**src/rtl/frac_div_pkg.sv**
```systemverilog
// Shared constants and state encoding for the frac_div17 sequential fractional divider.
package frac_div_pkg;

  localparam int NW   = 17;
  localparam int DW   = 8;
  localparam int FRAC = 7;
  localparam int QI   = NW + FRAC;

  typedef enum logic [1:0] {
    IDLE,
    CALC,
    DONE
  } state_t;

  localparam logic [NW-1:0] SAT_POS = 17'h0FFFF;
  localparam logic [NW-1:0] SAT_NEG = 17'h10000;

endpackage

```
**src/rtl/frac_div_absval.sv**
```systemverilog
// Two's complement to sign + magnitude; the magnitude is one bit wider so the most negative value fits.
module frac_div_absval #(
  parameter int W = 8
) (
  input  logic [W-1:0] val,
  output logic         neg,
  output logic [W:0]   mag
);

  assign neg = val[W-1];
  assign mag = neg ? ({1'b0, ~val} + (W+1)'(1)) : {1'b0, val};

endmodule

```
**src/rtl/frac_div17.sv**
```systemverilog
// Sequential signed fractional divider: quo = (num << FRAC) / den, restoring, one quotient bit per cycle.
// Optional macro FRAC_DIV_ROUND_EN: round half-up with one extra finalise cycle (default truncates).
module frac_div17
  import frac_div_pkg::*;
(
  input  logic          clk,
  input  logic          rst_n,
  input  logic          in_valid,
  output logic          in_ready,
  input  logic [NW-1:0] num,
  input  logic [DW-1:0] den,
  output logic          out_valid,
  input  logic          out_ready,
  output logic [NW-1:0] quo,
  output logic          sat,
  output logic          dz
);

  localparam logic [4:0] LAST_IT = 5'(QI);

  state_t        state_q, state_d;
  logic [4:0]    cnt_q, cnt_d;
  logic [QI-1:0] dvd_q, dvd_d;
  logic [9:0]    rem_q, rem_d;
  logic [DW:0]   den_mag_q, den_mag_d;
  logic          sign_q, sign_d;
  logic          nneg_q, nneg_d;
  logic [NW-1:0] quo_q, quo_d;
  logic          sat_q, sat_d;
  logic          dz_q, dz_d;

  logic          num_sign, den_sign;
  logic [NW:0]   num_mag;
  logic [DW:0]   den_mag;
  logic [9:0]    trial;
  logic [QI:0]   m;
  logic [QI:0]   limit;
  logic [1:0]    unused_bits;

  frac_div_absval #(.W(NW)) u_num_abs (.val(num), .neg(num_sign), .mag(num_mag));
  frac_div_absval #(.W(DW)) u_den_abs (.val(den), .neg(den_sign), .mag(den_mag));

  // |num| never exceeds 2^16 and the remainder stays below |den|, so these top bits are always zero.
  assign unused_bits = {num_mag[NW], rem_q[9]};

`ifdef FRAC_DIV_ROUND_EN
  logic round_up;
  assign round_up = {rem_q[8:0], 1'b0} >= {1'b0, den_mag_q};
`endif

  assign trial = {rem_q[8:0], dvd_q[QI-1]};
  assign m     = {1'b0, dvd_q};
  assign limit = sign_q ? (QI+1)'(65536) : (QI+1)'(65535);

  always_comb begin
    state_d   = state_q;
    cnt_d     = cnt_q;
    dvd_d     = dvd_q;
    rem_d     = rem_q;
    den_mag_d = den_mag_q;
    sign_d    = sign_q;
    nneg_d    = nneg_q;
    quo_d     = quo_q;
    sat_d     = sat_q;
    dz_d      = dz_q;
    unique case (state_q)
      IDLE: begin
        if (in_valid) begin
          state_d   = CALC;
          cnt_d     = '0;
          rem_d     = '0;
          dvd_d     = {num_mag[NW-1:0], {FRAC{1'b0}}};
          den_mag_d = den_mag;
          sign_d    = num_sign ^ den_sign;
          nneg_d    = num_sign;
          quo_d     = '0;
          sat_d     = 1'b0;
          dz_d      = 1'b0;
        end
      end
      CALC: begin
        // A zero divisor skips the loop and reports full-scale in the numerator's direction.
        if (den_mag_q == '0) begin
          state_d = DONE;
          quo_d   = nneg_q ? SAT_NEG : SAT_POS;
          sat_d   = 1'b1;
          dz_d    = 1'b1;
        end else if (cnt_q < LAST_IT) begin
          if (trial >= {1'b0, den_mag_q}) begin
            rem_d = trial - {1'b0, den_mag_q};
            dvd_d = {dvd_q[QI-2:0], 1'b1};
          end else begin
            rem_d = trial;
            dvd_d = {dvd_q[QI-2:0], 1'b0};
          end
          cnt_d = cnt_q + 5'd1;
`ifdef FRAC_DIV_ROUND_EN
        end else if (cnt_q == LAST_IT) begin
          dvd_d = dvd_q + QI'(round_up);
          cnt_d = cnt_q + 5'd1;
`endif
        end else begin
          state_d = DONE;
          if (m > limit) begin
            quo_d = sign_q ? SAT_NEG : SAT_POS;
            sat_d = 1'b1;
          end else begin
            quo_d = sign_q ? (~m[NW-1:0] + NW'(1)) : m[NW-1:0];
            sat_d = 1'b0;
          end
        end
      end
      DONE: begin
        if (out_ready) begin
          state_d = IDLE;
        end
      end
      default: state_d = IDLE;
    endcase
  end

  always_ff @(posedge clk or negedge rst_n) begin
    if (!rst_n) begin
      state_q   <= IDLE;
      cnt_q     <= '0;
      dvd_q     <= '0;
      rem_q     <= '0;
      den_mag_q <= '0;
      sign_q    <= 1'b0;
      nneg_q    <= 1'b0;
      quo_q     <= '0;
      sat_q     <= 1'b0;
      dz_q      <= 1'b0;
    end else begin
      state_q   <= state_d;
      cnt_q     <= cnt_d;
      dvd_q     <= dvd_d;
      rem_q     <= rem_d;
      den_mag_q <= den_mag_d;
      sign_q    <= sign_d;
      nneg_q    <= nneg_d;
      quo_q     <= quo_d;
      sat_q     <= sat_d;
      dz_q      <= dz_d;
    end
  end

  assign in_ready  = (state_q == IDLE);
  assign out_valid = (state_q == DONE);
  assign quo       = quo_q;
  assign sat       = sat_q;
  assign dz        = dz_q;

endmodule

```
**config.mk**
```make
export PLATFORM = sky130hd
export DESIGN_NAME = frac_div17
export DESIGN_NICKNAME = d
export VERILOG_FILES = /design/src/rtl/frac_div_pkg.sv /design/src/rtl/frac_div_absval.sv /design/src/rtl/frac_div17.sv
export SDC_FILE = /design/constraint.sdc
export NUM_CORES = 1
export LEC_CHECK = 0
export BUFFER_PORTS_ARGS = -buffer_cell sky130_fd_sc_hd__buf_2
export CAP_MARGIN = 20
export CORE_ASPECT_RATIO = 0.5
export CORE_MARGIN = 4
export CORE_UTILIZATION = 41
export CTS_CLUSTER_SIZE = 14
export DETAILED_ROUTE_END_ITERATION = 10
export GPL_TIMING_DRIVEN = 0
export SETUP_SLACK_MARGIN = 0.02
export SLEW_MARGIN = 20
export SYNTH_ARGS = -nofsm -noshare
export SYNTH_HDL_FRONTEND = slang
export SYNTH_SLANG_ARGS = --single-unit
```
**constraint.sdc**
```tcl
create_clock -name clk -period 8.6 [get_ports clk]
set_input_delay 0.86 -clock clk [delete_from_list [all_inputs] [get_ports clk]]
set_output_delay 0.86 -clock clk [all_outputs]
set_load 0.02 [all_outputs]
```
=== Yosys cells after proc, flatten, opt, wreduce, memory -nomap -nowiden ===
Cells that the tools add are included.

* Register bits after elaboration: 70
* Input bits: 29
* Output and inout bits: 21
* Logic and storage cells: 75

* Add/subtract/negate cells: 5
* Order comparisons: 3
* Equal/unequal tests: 8
* Muxes and demuxes: 37
* Bitwise operators: 4
* Reductions and logical operators: 8

{| class="wikitable"
|+ Operator list
! kind !! count
|-
| $mux 17 || 9
|-
| $mux 24 || 3
|-
| $pmux 24 s2 || 1
|-
| $mux 9 || 5
|-
| $add 17x1->17 const B || 2
|-
| $not 17->17 || 2
|-
| $pmux 17 s2 || 1
|-
| $gt 24x17->1 || 1
|-
| $pmux 9 s2 || 1
|-
| $mux 5 || 3
|-
| $ge 10x9->1 || 1
|-
| $pmux 5 s2 || 1
|-
| $add 8x1->9 const B || 1
|-
| $logic_not 9->1 || 1
|-
| $reduce_and 3->1 || 3
|-
| $sub 9x9->9 || 1
|-
| $mux 2 || 4
|-
| $ne 2x2->1 const B || 4
|-
| $not 8->8 || 1
|-
| $mux 1 || 6
|-
| $pmux 2 s3 || 1
|-
| $add 5x1->5 const B || 1
|-
| $lt 5x5->1 const B || 1
|-
| $pmux 1 s2 || 2
|-
| 9 further kinds || 9
|}

=== Depth between registers and ports, before layout ===
Gate-level depths: netlist of the first run.

* Depth after elaboration: 7
* Mapped depth: 11
* Gate-level depth less buffers: 9

=== Modules after synthesis ===
A second synthesis of the first run with hierarchy kept.

* Cell total of the unflattened synthesis: 553
* Area total of the unflattened synthesis: 4,978.5 um2

{| class="wikitable"
|+ Modules (own cells, without submodules)
! module !! times used !! cells an instance !! area an instance (um2) !! sequential area each (um2)
|-
| frac_div17 || 1 || 478 || 4,436.8 || 1,751.7
|-
| frac_div_absval at u_num_abs || 1 || 51 || 359.1 || 0.0
|-
| frac_div_absval at u_den_abs || 1 || 24 || 182.7 || 0.0
|}

=== Least setup slack after synthesis of the first run ===
Ideal clock, no wire load.

* Path type: register -> register
* Start: register sign_q
* End: register quo_q[1] (netlist: quo[1])
* Library setup time: 0.096 ns
* Arrival: 2.659 ns
* Required time: 8.504 ns
* Slack: 5.845 ns
* Cell stages (with the launch flop): 11
* Buffers on the path: 2
* Clock period less this slack: 2.755 ns
* Cells stage by stage: dfrtp_1 buf_6 inv_1 ha_1 nand3_1 or4_1 a21oi_1 o31a_1 buf_6 mux2_1 o31ai_1

* Word-level cells in the longest chain between the ends: 6
* Elaborated cells on any way between the ends: 8
* Those cells by class: 1 x order compare; 7 x mux

{| class="wikitable"
|+ RTL lines
! what !! line !! source
|-
| start, declared || frac_div17.sv:26 || <nowiki>logic sign_q, sign_d;</nowiki>
|-
| start signal, assigned || frac_div17.sv:140 || <nowiki>sign_q <= sign_d;</nowiki>
|-
| $mux 17 || frac_div17.sv:53, frac_div17.sv:105 ||
|-
| $gt 24x17->1 || frac_div17.sv:104 || <nowiki>if (m > limit) begin</nowiki>
|-
| $mux 17 (*) || frac_div17.sv:104 ||
|-
| $mux 17 (*) || frac_div17.sv:88 || <nowiki>end else if (cnt_q < LAST_IT) begin</nowiki>
|-
| $mux 17 (*) || frac_div17.sv:83 || <nowiki>if (den_mag_q == '0) begin</nowiki>
|-
| $pmux 17 s2 (*) || frac_div17.sv:66 || <nowiki>unique case (state_q)</nowiki>
|-
| end signal, assigned || frac_div17.sv:142 || <nowiki>quo_q <= quo_d;</nowiki>
|-
| end, declared || frac_div17.sv:28 || <nowiki>logic [NW-1:0] quo_q, quo_d;</nowiki>
|}

Mark *: on every way between the ends. The rest lies on a longest branch, timed or not. The select of a mux whose other input is x is not followed.
A chain may end at the register's enable or synchronous reset.

=== Worst setup path in the final report of the first run ===
Same ends and word-level chain as after synthesis.

==> metrics.md, run 1 <==
| Metric | Value |
|---|---|
| Max incr delay on CP | `0.69 ns` |
| Outcome | `completed` |
| Net Sw Frac | `45.5%` |
| Element type at the critical path end | `flip-flop` |
| Crit-path leading delay family | `flip-flops` |
| First-pass GRT wire length | `20300 um` |
| Seq cells post-synth | `70` |
| Slew @ Worst Pin | `0.909 ns` |
| CTS clk-pin slew, worst paths | `0.06 ns` |
| Die width | `159 um` |
| # port buffers | `48` |
| Psw | `1.02 mW` |
| Synth top area share | `37.5%` |
| Count leader, synth | `nand2_1` |
| Die Area | `0.0133 sq mm` |
| Total power | `2.24 mW` |
| Number of global-route vias before repair | `4021` |
| GR Util All Layers | `18.6%` |
| Max Root-Sink Buffers | `2` |
| Register share of total power | `29.0%` |
| Diodes inserted | `0` |
| Fin crit share | `37.4%` |
| Post_cts resized | `0` |
| Setup TNS | `0 ns` |
| # IOs | `50` |
| Area Growth Syn to Fin | `16.7%` |
| Yosys top cell by area | `dfrtp_1` |
| Total number of vias | `4162` |
| Post-Syn Area | `0.00467 sq mm` |
| Initial antenna violation count | `0` |
| Worst EP arrival | `3.45 ns` |
| Yosys warns | `0` |
| Post-synthesis cell type count | `55` |
| Post-route minimum period | `3.22 ns` |
| Fmax achieved | `311 MHz` |
| CP most frequent cell | `buf_6` |
| Req. time, crit path | `8.83 ns` |
| CP startpoint | `sign_q` |
| RSZ-0062 raised after global routing | `false` |
| CP Max Fanout | `16` |
| EDFF count, synth | `0` |
| Detail Route Antenna Nets | `0` |
| Worst VDD drop | `0.136 mV` |
| Relative slew slack | `38.7%` |
| HP Class | `in -> async` |
| Clock root buffer | `clkbuf_16` |
| Dpl hpwl | `9120 um` |
| Leading post-synthesis cells by cell area | `dfrtp_1 (38%), ha_1 (8.0%), nand2_1 (6.6%)` |
| Avg Inst Size Synth | `8.45 sq um` |
| Post-route core utilization | `49.3%` |
| Max Clock Skew | `0.00511 ns` |
| Ys async rst share | `100%` |
| Layout cells sized above 1 | `12.9%` |
| Non-filler instance count after layout | `763` |
| WL per Instance | `15.8 um` |
| Pwr Density | `412 mW/mm^2` |
| H-tree depth | `3` |
| Comb power frac | `52.9%` |
| Number of remaining DRC errors | `0` |
| Chip Height | `83.4 um` |
| CTS Sinks | `70` |
| Row count | `27` |
| Dpl cells | `746` |
| Endpoints failing setup | `0` |
| Critical path class | `reg -> reg` |
| First DRT Iteration DRCs | `248` |
| Grt ovf | `0` |
| FF-to-FF Start | `sign_q` |
| Initial Utilization | `42.2%` |
| Commonest cells post-synth | `nand2_1 (82), dfrtp_1 (70), o21ai_0 (56)` |
| Global placement routability congestion | `0.863` |
| Crit path cell chain | `buf_6 -> inv_1 -> ha_1 -> nand3_1 -> or4_1 -> a21oi_1 -> o31a_1 -> buf_6 -> mux2_1 -> o31ai_1` |
| Vias per std cell | `5.45` |
| Synth Flop Type | `dfrtp_1` |
| P_leak | `2.44 nW` |
| Final number of hold-violating endpoints | `0` |
| P_int | `1.22 mW` |
| CORE AREA | `0.0110 sq mm` |
| Slowest-stage cell, CP | `dfrtp_1` |
| Post-CTS setup buffer count | `0` |
| Clock power frac | `18.1%` |
| Final #Nets | `673` |
| Worst setup SP type | `flip-flop` |
| Largest net degree at the start of global routing | `49` |
| Clock Latency Late Sink | `0.33 ns` |
| Hold Slack | `0.425 ns` |
| Synthesized Nets | `612` |
| Cts bufs inserted | `9` |
| Slew Viols, Final | `0` |
| WP buf/inv | `3` |
| Gate Count Post-Synth | `552` |
| Max_cap viols | `0` |
| CTS tree | `yes` |
| DRT Pass-1 Iters | `4` |
| Hold Buf Count CTS | `0` |
| Total length of routed wires | `12100 um` |
| Seq/Total Area, Yosys | `37.5%` |
## area by class of cell
class	count	area (sq um)
multi-input cells	435	2680
flip-flops and latches	70	1750
plain buffers	25	149
well taps	145	181
fillers	1083	5600
clock inverters	6	85.1
inverters	22	82.6
repair buffers	50	275
clock buffers	10	239
## cell families after synthesis
logic type / synth area share, %
compound gates: 19.9
xor+xnor: 7.51
fa+ha+maj: 8.47
buf+inv: 4.96
flops: 37.5
mux: 0.670
simple gates: 21.0
## power by group through the flow
stage	Sequential [mW]	Clock [mW]	Combinational (mW)
CTS	0.651	0.413	1.19
floorplan	0.658	0	0.845
detailed placement	0.656	0	1.18
global route	0.674	0.424	1.35
global placement	0.651	0	1.16
finish	0.651	0.405	1.19
## layer usage
metal	vias up	track usage [%]	routed length [um]
li1	2110	-	-
met1	1959	26.6	6160
met2	82	29.0	5320
met3	11	4.16	499
met4	0	3.94	114
met5	-	0	0
## path summary, 6_finish.rpt
path	endpoint	slack (ns)	cells past startpoint
setup / recovery	quo[1]	5.38	10
hold / removal	quo[2]	0.42	1
setup reg to reg	quo[1]	5.38	10
hold reg to reg	quo[3]	0.47	2
max in group asynchronous	dvd_q[15]	7.64	2
min in group clk	quo[3]	0.47	2
## placed cells by master, fill, tap and decap left out, drive strengths merged, types with 14 or more instances in the layout
| cell | n |
|---|---|
| a21oi | 32 |
| buf | 59 |
| clkbuf | 25 |
| dfrtp | 70 |
| ha | 30 |
| inv | 22 |
| nand2 | 82 |
| nand3 | 14 |
| nor2 | 37 |
| nor3 | 22 |
| o21ai | 67 |
| xnor2 | 19 |
| xor2 | 21 |
## state kept, by name, indices dropped and copies added (netlist names)
name	count
cnt_q	5
den_mag_q	9
dvd_q	24
dz	1
nneg_q	1
quo	17
rem_q	9
sat	1
sign_q	1
state_q	2
## stage by stage
stage	instance area, sq um	setup slack (ns)
4_1_cts	5440	5.38
3_5_place_dp	5120	5.44
2_1_floorplan	4670	5.84
5_1_grt	5450	5.13
6_report	5450	5.38
3_3_place_gp	5090	5.45
Note: power is estimated with default switching activity, not from simulation.
==> run 2, diff against run 1 <==
Settings changed: ABC_AREA set to 1.
Clock period 8.6 ns to 3.1 ns, I/O delays scaled along.
==> run 2 against run 1 <==
  * Global-route usage increased by 0.29 points
  * Fmax rose by 18%
  * Synthesized area increased by 5.5%
  * Count of clock-buffer cells in the layout up 3
  * Via count is 6.6% higher
  * Largest cell class unchanged
==> metrics.md, run 2 <==
| Metric | Value |
|---|---|
| Element type at the critical path end | `flip-flop (unchanged)` |
| # port buffers | `49 (was 48)` |
| Yosys warns | `0 (unchanged)` |
| Post-Syn Area | `0.00492 sq mm (was 0.00467 sq mm)` |
| Chip Height | `85.5 um (was 83.4 um)` |
| Max Root-Sink Buffers | `2 (unchanged)` |
| Largest net degree at the start of global routing | `48 (was 49)` |
| Endpoints failing setup | `0 (unchanged)` |
| Cts bufs inserted | `9 (unchanged)` |
| Relative slew slack | `67.6% (was 38.7%)` |
| Die width | `163 um (was 159 um)` |
| EDFF count, synth | `0 (unchanged)` |
| Clock Latency Late Sink | `0.34 ns (was 0.33 ns)` |
| Seq cells post-synth | `70 (unchanged)` |
| HP Start | `out_ready` |
| Area Growth Syn to Fin | `16.7% (about the same)` |
| Yosys top cell by area | `dfrtp_1 (unchanged)` |
| Outcome | `completed (unchanged)` |
| HP Class | `in -> reg (was in -> async)` |
| P_leak | `2.93 nW (was 2.44 nW)` |
| Slew @ Worst Pin | `0.486 ns (was 0.909 ns)` |
| Top reg by flops | `dvd_q (unchanged)` |
| Req. time, crit path | `3.33 ns (was 8.83 ns)` |
| Post-route minimum period | `2.72 ns (was 3.22 ns)` |
| Initial antenna violation count | `0 (unchanged)` |
| Ys async rst share | `100% (unchanged)` |
| Most frequent cells in the layout | `nand2_1 (165), inv_1 (78), dfrtp_1 (69) (was nand2_1 (82), dfrtp_1 (70), o21ai_0 (56))` |
| Vias per std cell | `4.99 (was 5.45)` |
| CP Max Fanout | `16 (unchanged)` |
| Final number of hold-violating endpoints | `0 (unchanged)` |
| Flip-flop count of the largest register after layout | `24 (unchanged)` |
| Dpl hpwl | `9570 um (was 9120 um)` |
| Worst VDD drop | `0.374 mV (was 0.136 mV)` |
| Synthesized Nets | `723 (was 612)` |
| Total length of routed wires | `12400 um (was 12100 um)` |
| Slew Viols, Final | `0 (unchanged)` |
| Worst EP arrival | `2.95 ns (was 3.45 ns)` |
| Synth Flop Type | `dfrtp_1 (unchanged)` |
| RSZ-0062 raised after global routing | `false (unchanged)` |
| Avg Inst Size Synth | `7.42 sq um (was 8.45 sq um)` |
| Leading post-synthesis cells by cell area | `dfrtp_1 (36%), nand2_1 (13%), ha_1 (7.6%) (was dfrtp_1 (38%), ha_1 (8.0%), nand2_1 (6.6%))` |
| First DRT Iteration DRCs | `251 (was 248)` |
| Placed inst area | `0.00540 sq mm (was 0.00512 sq mm)` |
| Dpl cells | `872 (was 746)` |
| Detail Route Antenna Nets | `0 (unchanged)` |
| Global placement routability congestion | `0.896 (was 0.863)` |
| CTS tree | `yes (unchanged)` |
| First-pass GRT wire length | `21100 um (was 20300 um)` |
| Fmax achieved | `368 MHz (was 311 MHz)` |
| Total number of vias | `4437 (was 4162)` |
| Post-synthesis cell type count | `44 (was 55)` |
| Count leader, synth | `nand2_1 (unchanged)` |
| Grt ovf | `0 (unchanged)` |
| Max_cap viols | `0 (unchanged)` |
| FF-to-FF Start | `sign_q (unchanged)` |
| Initial Utilization | `43.4% (was 42.2%)` |
| Clock root buffer | `clkbuf_16 (unchanged)` |
| CP startpoint | `sign_q (unchanged)` |
| Fin crit share | `87.7% (was 37.4%)` |
| GR Util All Layers | `18.9% (was 18.6%)` |
| Die Area | `0.0139 sq mm (was 0.0133 sq mm)` |
| DRT Pass-1 Iters | `4 (unchanged)` |
| Commonest cells post-synth | `nand2_1 (165), inv_1 (78), dfrtp_1 (70) (was nand2_1 (82), dfrtp_1 (70), o21ai_0 (56))` |
| CTS Sinks | `70 (unchanged)` |
| Diodes inserted | `0 (unchanged)` |
| Critical path class | `reg -> reg (unchanged)` |
| Layout cells sized above 1 | `14.1% (was 12.9%)` |
| Non-filler instance count after layout | `889 (was 763)` |
| Gate Count Post-Synth | `663 (was 552)` |
| H-tree depth | `3 (unchanged)` |
| Pwr Density | `1150 mW/mm^2 (was 412 mW/mm^2)` |
| Worst setup SP type | `flip-flop (unchanged)` |
| Row count | `27 (unchanged)` |
| Final #Nets | `785 (was 673)` |
| Filler cells | `1162 (was 1083)` |
| Seq/Total Area, Yosys | `35.6% (was 37.5%)` |
| # IOs | `50 (unchanged)` |
| Synth top area share | `35.6% (was 37.5%)` |
| Number of global-route vias before repair | `4356 (was 4021)` |
| FF-to-FF path depth | `15 (was 10)` |
| Max Clock Skew | `0.00746 ns (was 0.00511 ns)` |
| CORE AREA | `0.0114 sq mm (was 0.0110 sq mm)` |
| Post-route core utilization | `50.6% (was 49.3%)` |
| Number of remaining DRC errors | `0 (unchanged)` |
| WL per Instance | `14.0 um (was 15.8 um)` |
| Commonest non-fill, non-tap cell in the layout | `nand2_1 (unchanged)` |
| Hold Crit Depth | `2` |
| CTS clk-pin slew, worst paths | `0.06 ns (about the same)` |
| Design Area, Final | `0.00574 sq mm (was 0.00545 sq mm)` |
| Setup TNS | `0 ns (unchanged)` |
-- run 2: layer usage --
| layer | vias to the layer above | share of wire [%] | track usage [%] |
|---|---|---|---|
| met3 | 11 | 4.9 | 4.56 |
| met2 | 88 | 43 | 29.6 |
| li1 | 2310 | - | - |
| met1 | 2028 | 51 | 26.1 |
| met4 | 0 | 1.2 | 5.10 |
| met5 | - | 0 | 0 |
-- run 2: metrics by stage --
step                      setup slack [ns]  hold slack (ns)  power (mW)
after global routing                0.0551            0.151        7.24
after detailed placement             0.180            0.239        5.41
after global placement               0.207            0.457        5.34
after CTS                            0.176            0.126        6.61
final                                0.382            0.135        6.58
after floorplan                      0.756           0.0144        4.44
-- run 2: critical path, stage by stage, from the launching register on --
cell,delay (ns)
dfrtp_2,0.55
buf_2,0.27
clkinv_1,0.29
ha_1,0.38
nand2_1,0.07
nor2_1,0.11
nand3_1,0.08
nor2_1,0.09
nand2_1,0.07
nand3_2,0.08
nand2_2,0.13
inv_2,0.11
nand3_4,0.09
buf_6,0.16
nand3_1,0.08
nand2_1,0.05
-- run 2: worst paths after layout --
check	to	slack (ns)
worst max-delay path	quo[14]	0.38
worst min-delay path	state_q[1]	0.13
worst max register to register	quo[14]	0.38
worst min register to register	quo[1]	0.47
max in group asynchronous	sign_q	2.09
min in group asynchronous	quo[4]	0.45
-- run 2: report_power, final --
| part | switching (mW) | internal [mW] |
|---|---|---|
| Sequential | 0.352 | 1.34 |
| Combinational | 2.37 | 1.35 |
| Clock | 0.396 | 0.769 |
| Total | 3.11 | 3.46 |
-- run 2: timing repair --
action,CTS,global route
resized for setup,0,1
hold buffers,1,0
hold endpoints to repair,23,0
endpoints found under the setup margin,0,16
buffers inserted,0,0
-- run 2: cell type report --
class	instances	area (sq um)	share of cell area, %
inverters	87	329	5.73
repair buffers	51	285	4.97
clock inverters	3	65.1	1.13
flip-flops and latches	70	1750	30.5
well taps	159	199	3.46
clock buffers	13	270	4.71
plain buffers	21	125	2.18
multi-input cells	485	2720	47.3
-- run 2: kinds of logic (layout without fill, tap and decap cells) --
logic type      after synthesis  count (layout)  share of synthesized area [%]
compound gates              122             122                           14.4
fa+ha+maj                    31              31                           8.03
flops                        70              70                           35.6
simple gates                303             303                           27.6
buf+inv                     108             175                           9.23
xor+xnor                     29              29                           5.16
==> run 3, diff against run 2 <==
Settings changed: ABC_AREA 1 to unset.
==> run 3 against run 2 <==
  * Sequential power rose by 5%
  * Hold slack improved by 0.050 ns
  * Design area fell by 4.6%
  * Count of clock-buffer cells in the layout fell by 3
  * Via count fell by 6.5%
  * Critical path depth fell by 5
  * Die area fell by 4.8%
  * Register-to-register slack got worse by 0.14 ns
  * Wire length fell by 2.5%
  * Clock skew fell by 0.0014 ns
  * Critical path type unchanged
  * Highest routed layer unchanged
==> metrics.md, run 3 (synthesis gave the netlist of run 1 again) <==
| Metric | Value |
|---|---|
| Final setup margin | `0.238 ns (was 0.382 ns)` |
| Row count | `27 (unchanged)` |
| Register share of total power | `28.6% (was 25.8%)` |
| CTS tree | `yes (unchanged)` |
| GR Util All Layers | `18.6% (was 18.9%)` |
| CTS clk-pin slew, worst paths | `0.06 ns (about the same)` |
| Relative slew slack | `37.7% (was 67.6%)` |
| WL per Instance | `15.8 um (was 14.0 um)` |
| Final #Nets | `677 (was 785)` |
| Diodes inserted | `0 (unchanged)` |
| WP buf/inv | `3 (was 4)` |
| Die Area | `0.0133 sq mm (was 0.0139 sq mm)` |
| HP Class | `in -> reg (unchanged)` |
| CORE AREA | `0.0110 sq mm (was 0.0114 sq mm)` |
| # IOs | `50 (unchanged)` |
| RSZ-0062 raised after global routing | `false (unchanged)` |
| Total length of routed wires | `12100 um (was 12400 um)` |
| Layout cells sized above 1 | `13.5% (was 14.1%)` |
| Worst EP arrival | `3.10 ns (was 2.95 ns)` |
| P_leak | `2.46 nW (was 2.93 nW)` |
| Die width | `159 um (was 163 um)` |
| Cts bufs inserted | `9 (unchanged)` |
| Pwr Density | `1140 mW/mm^2 (was 1150 mW/mm^2)` |
| Crit-path leading delay family | `simple AND/OR/NAND/NOR gates (unchanged)` |
| CTS Sinks | `70 (unchanged)` |
| Dpl hpwl | `9120 um (was 9570 um)` |
| Hold Crit Depth | `2 (unchanged)` |
| CP Max Fanout | `10 (was 16)` |
| Grt ovf | `0 (unchanged)` |
| Clock power frac | `17.9% (was 17.7%)` |
| Max Clock Skew | `0.00607 ns (was 0.00746 ns)` |
| Post-route minimum period | `2.86 ns (was 2.72 ns)` |
| Endpoints failing setup | `0 (unchanged)` |
| Area of the multi-input gates | `0.00268 sq mm (was 0.00272 sq mm)` |
| H-tree depth | `3 (unchanged)` |
| Fin crit share | `92.3% (was 87.7%)` |
| First DRT Iteration DRCs | `234 (was 251)` |
| Largest net degree at the start of global routing | `49 (was 48)` |
| Slew @ Worst Pin | `0.924 ns (was 0.486 ns)` |
| Most frequent cells in the layout | `nand2_1 (82), dfrtp_1 (69), o21ai_0 (56) (was nand2_1 (165), inv_1 (78), dfrtp_1 (69))` |
| Element type at the critical path end | `flip-flop (unchanged)` |
| Number of remaining DRC errors | `0 (unchanged)` |
| Fmax achieved | `349 MHz (was 368 MHz)` |
| Max incr delay on CP | `0.55 ns (about the same)` |
| Chip Height | `83.4 um (was 85.5 um)` |
| Top reg by flops | `dvd_q (unchanged)` |
| Initial Utilization | `42.2% (was 43.4%)` |
| Post-route core utilization | `49.6% (was 50.6%)` |
| Comb power frac | `53.5% (was 56.5%)` |
| Outcome | `completed (unchanged)` |
| Vias per std cell | `5.41 (was 4.99)` |
| Clock root buffer | `clkbuf_16 (unchanged)` |
| Net Sw Frac | `45.4% (was 47.4%)` |
| WP depth | `10 (was 15)` |
| Req. time, crit path | `3.34 ns (was 3.33 ns)` |
| Final number of hold-violating endpoints | `0 (unchanged)` |
| Pre-CTS WS | `-0.0634 ns (was 0.180 ns)` |
| # port buffers | `48 (was 49)` |
| Flip-flop count of the largest register after layout | `24 (unchanged)` |
| Total number of vias | `4148 (was 4437)` |
| Max Root-Sink Buffers | `2 (unchanged)` |
| First-pass GRT wire length | `20300 um (was 21100 um)` |
| Worst VDD drop | `0.375 mV (was 0.374 mV)` |
| Critical path class | `reg -> reg (unchanged)` |
| Area Growth Syn to Fin | `17.5% (was 16.7%)` |
| Clock Latency Late Sink | `0.34 ns (about the same)` |
| DRT Pass-1 Iters | `4 (unchanged)` |
| Max_cap viols | `0 (unchanged)` |
| Register Area | `0.00175 sq mm (unchanged)` |
| Slew Viols, Final | `0 (unchanged)` |
| Global placement routability congestion | `0.863 (was 0.896)` |
| P_int | `3.42 mW (was 3.46 mW)` |
| Slowest-stage cell, CP | `or4_1 (was dfrtp_2)` |
| Crit path cell chain | `buf_6 -> inv_1 -> ha_1 -> nand3_1 -> or4_1 -> a21oi_1 -> o31a_1 -> buf_6 -> mux2_1 -> o31ai_1 (was buf_2 -> clkinv_1 -> ha_1 -> nand2_1 -> nor2_1 -> nand3_1 -> nor2_1 -> nand2_1 -> nand3_2 -> nand2_2 -> inv_2 -> nand3_4 -> buf_6 -> nand3_1 -> nand2_1)` |
| Filler cells | `1077 (was 1162)` |
| CP most frequent cell | `buf_6 (was nand2_1)` |
| Psw | `2.85 mW (was 3.11 mW)` |
| Initial antenna violation count | `0 (unchanged)` |
| Commonest non-fill, non-tap cell in the layout | `nand2_1 (unchanged)` |
| Number of global-route vias before repair | `4028 (was 4356)` |
| FF-to-FF path depth | `10 (was 15)` |
| Detail Route Antenna Nets | `0 (unchanged)` |
| Worst setup SP type | `flip-flop (unchanged)` |
[run 3: changes by cell type in the layout (fill, tap and decap cells not counted), moves of 8 or more]
| cell | change |
|---|---|
| nand2_1 | -83 |
| inv_1 | -56 |
| nand3_1 | -36 |
| xnor2_1 | +15 |
| nor2_1 | -12 |
| nor3_1 | +12 |
| nand3b_1 | -11 |
| buf_2 | -10 |
| clkbuf_1 | +9 |
| or3_1 | +9 |
| nand2b_1 | +8 |
| nor4_1 | +8 |
| o22ai_1 | -8 |
| o31ai_1 | +8 |
[run 3: path summary, 6_finish.rpt]
check	slack [ns]	from	end
max	0.24	sign_q	quo[1]
min	0.19	out_ready	state_q[1]
max reg2reg	0.24	sign_q	quo[1]
min reg2reg	0.47	quo[3]	quo[3]
max in group asynchronous	2.12	rst_n	sign_q
min in group asynchronous	0.42	rst_n	quo[2]
[run 3: power by group through the flow]
stage	Clock (mW)	Combinational (mW)	Sequential [mW]
final	1.12	3.35	1.79
after CTS	1.15	3.30	1.81
after global placement	0	3.21	1.81
after detailed placement	0	3.28	1.82
after floorplan	0	2.34	1.83
after global routing	1.18	3.80	1.85
[run 3: layout make-up]
type / count / area share [%]
multi-input combinational: 435 / 49.0
sequential: 70 / 32.0
timing repair buffer: 54 / 5.62
clock buffer: 10 / 4.36
tap: 145 / 3.31
buffer: 25 / 2.72
clock inverter: 6 / 1.55
inverter: 22 / 1.51
[run 3: repair_timing]
item | in CTS | in global routing
endpoints found under the setup margin | 11 | 15
buffers inserted | 0 | 3
endpoints found under the hold margin | 22 | 0
gates cloned | 0 | 0
resized for setup | 1 | 0
hold buffers | 1 | 0
[run 3: layer usage]
layer / track usage [%] / share of wire, % / vias to the layer above
met3: 4.16 / 4.6 / 11
met1: 26.7 / 51 / 1948
met5: 0 / 0 / -
met2: 29.0 / 44 / 75
li1: - / - / 2114
met4: 3.94 / 0.90 / 0
[run 3: worst reg2reg max path: stages (launching register included)]
cell,delay [ns]
dfrtp_2,0.42
buf_6,0.15
inv_1,0.14
ha_1,0.34
nand3_1,0.13
or4_1,0.55
a21oi_1,0.13
o31a_1,0.21
buf_6,0.16
mux2_1,0.33
o31ai_1,0.21
[run 3: through the flow]
step	total power, mW	instances	hold WS, ns	TNS [ns]	instance area [sq um]
floorplan	4.17	552	0.0144	0	4670
finish	6.26	767	0.185	0	5480
global route	6.82	767	0.198	0	5480
CTS	6.26	763	0.180	0	5450
detailed placement	5.10	746	0.234	-0.0705	5120
global placement	5.01	745	0.462	-0.0466	5090
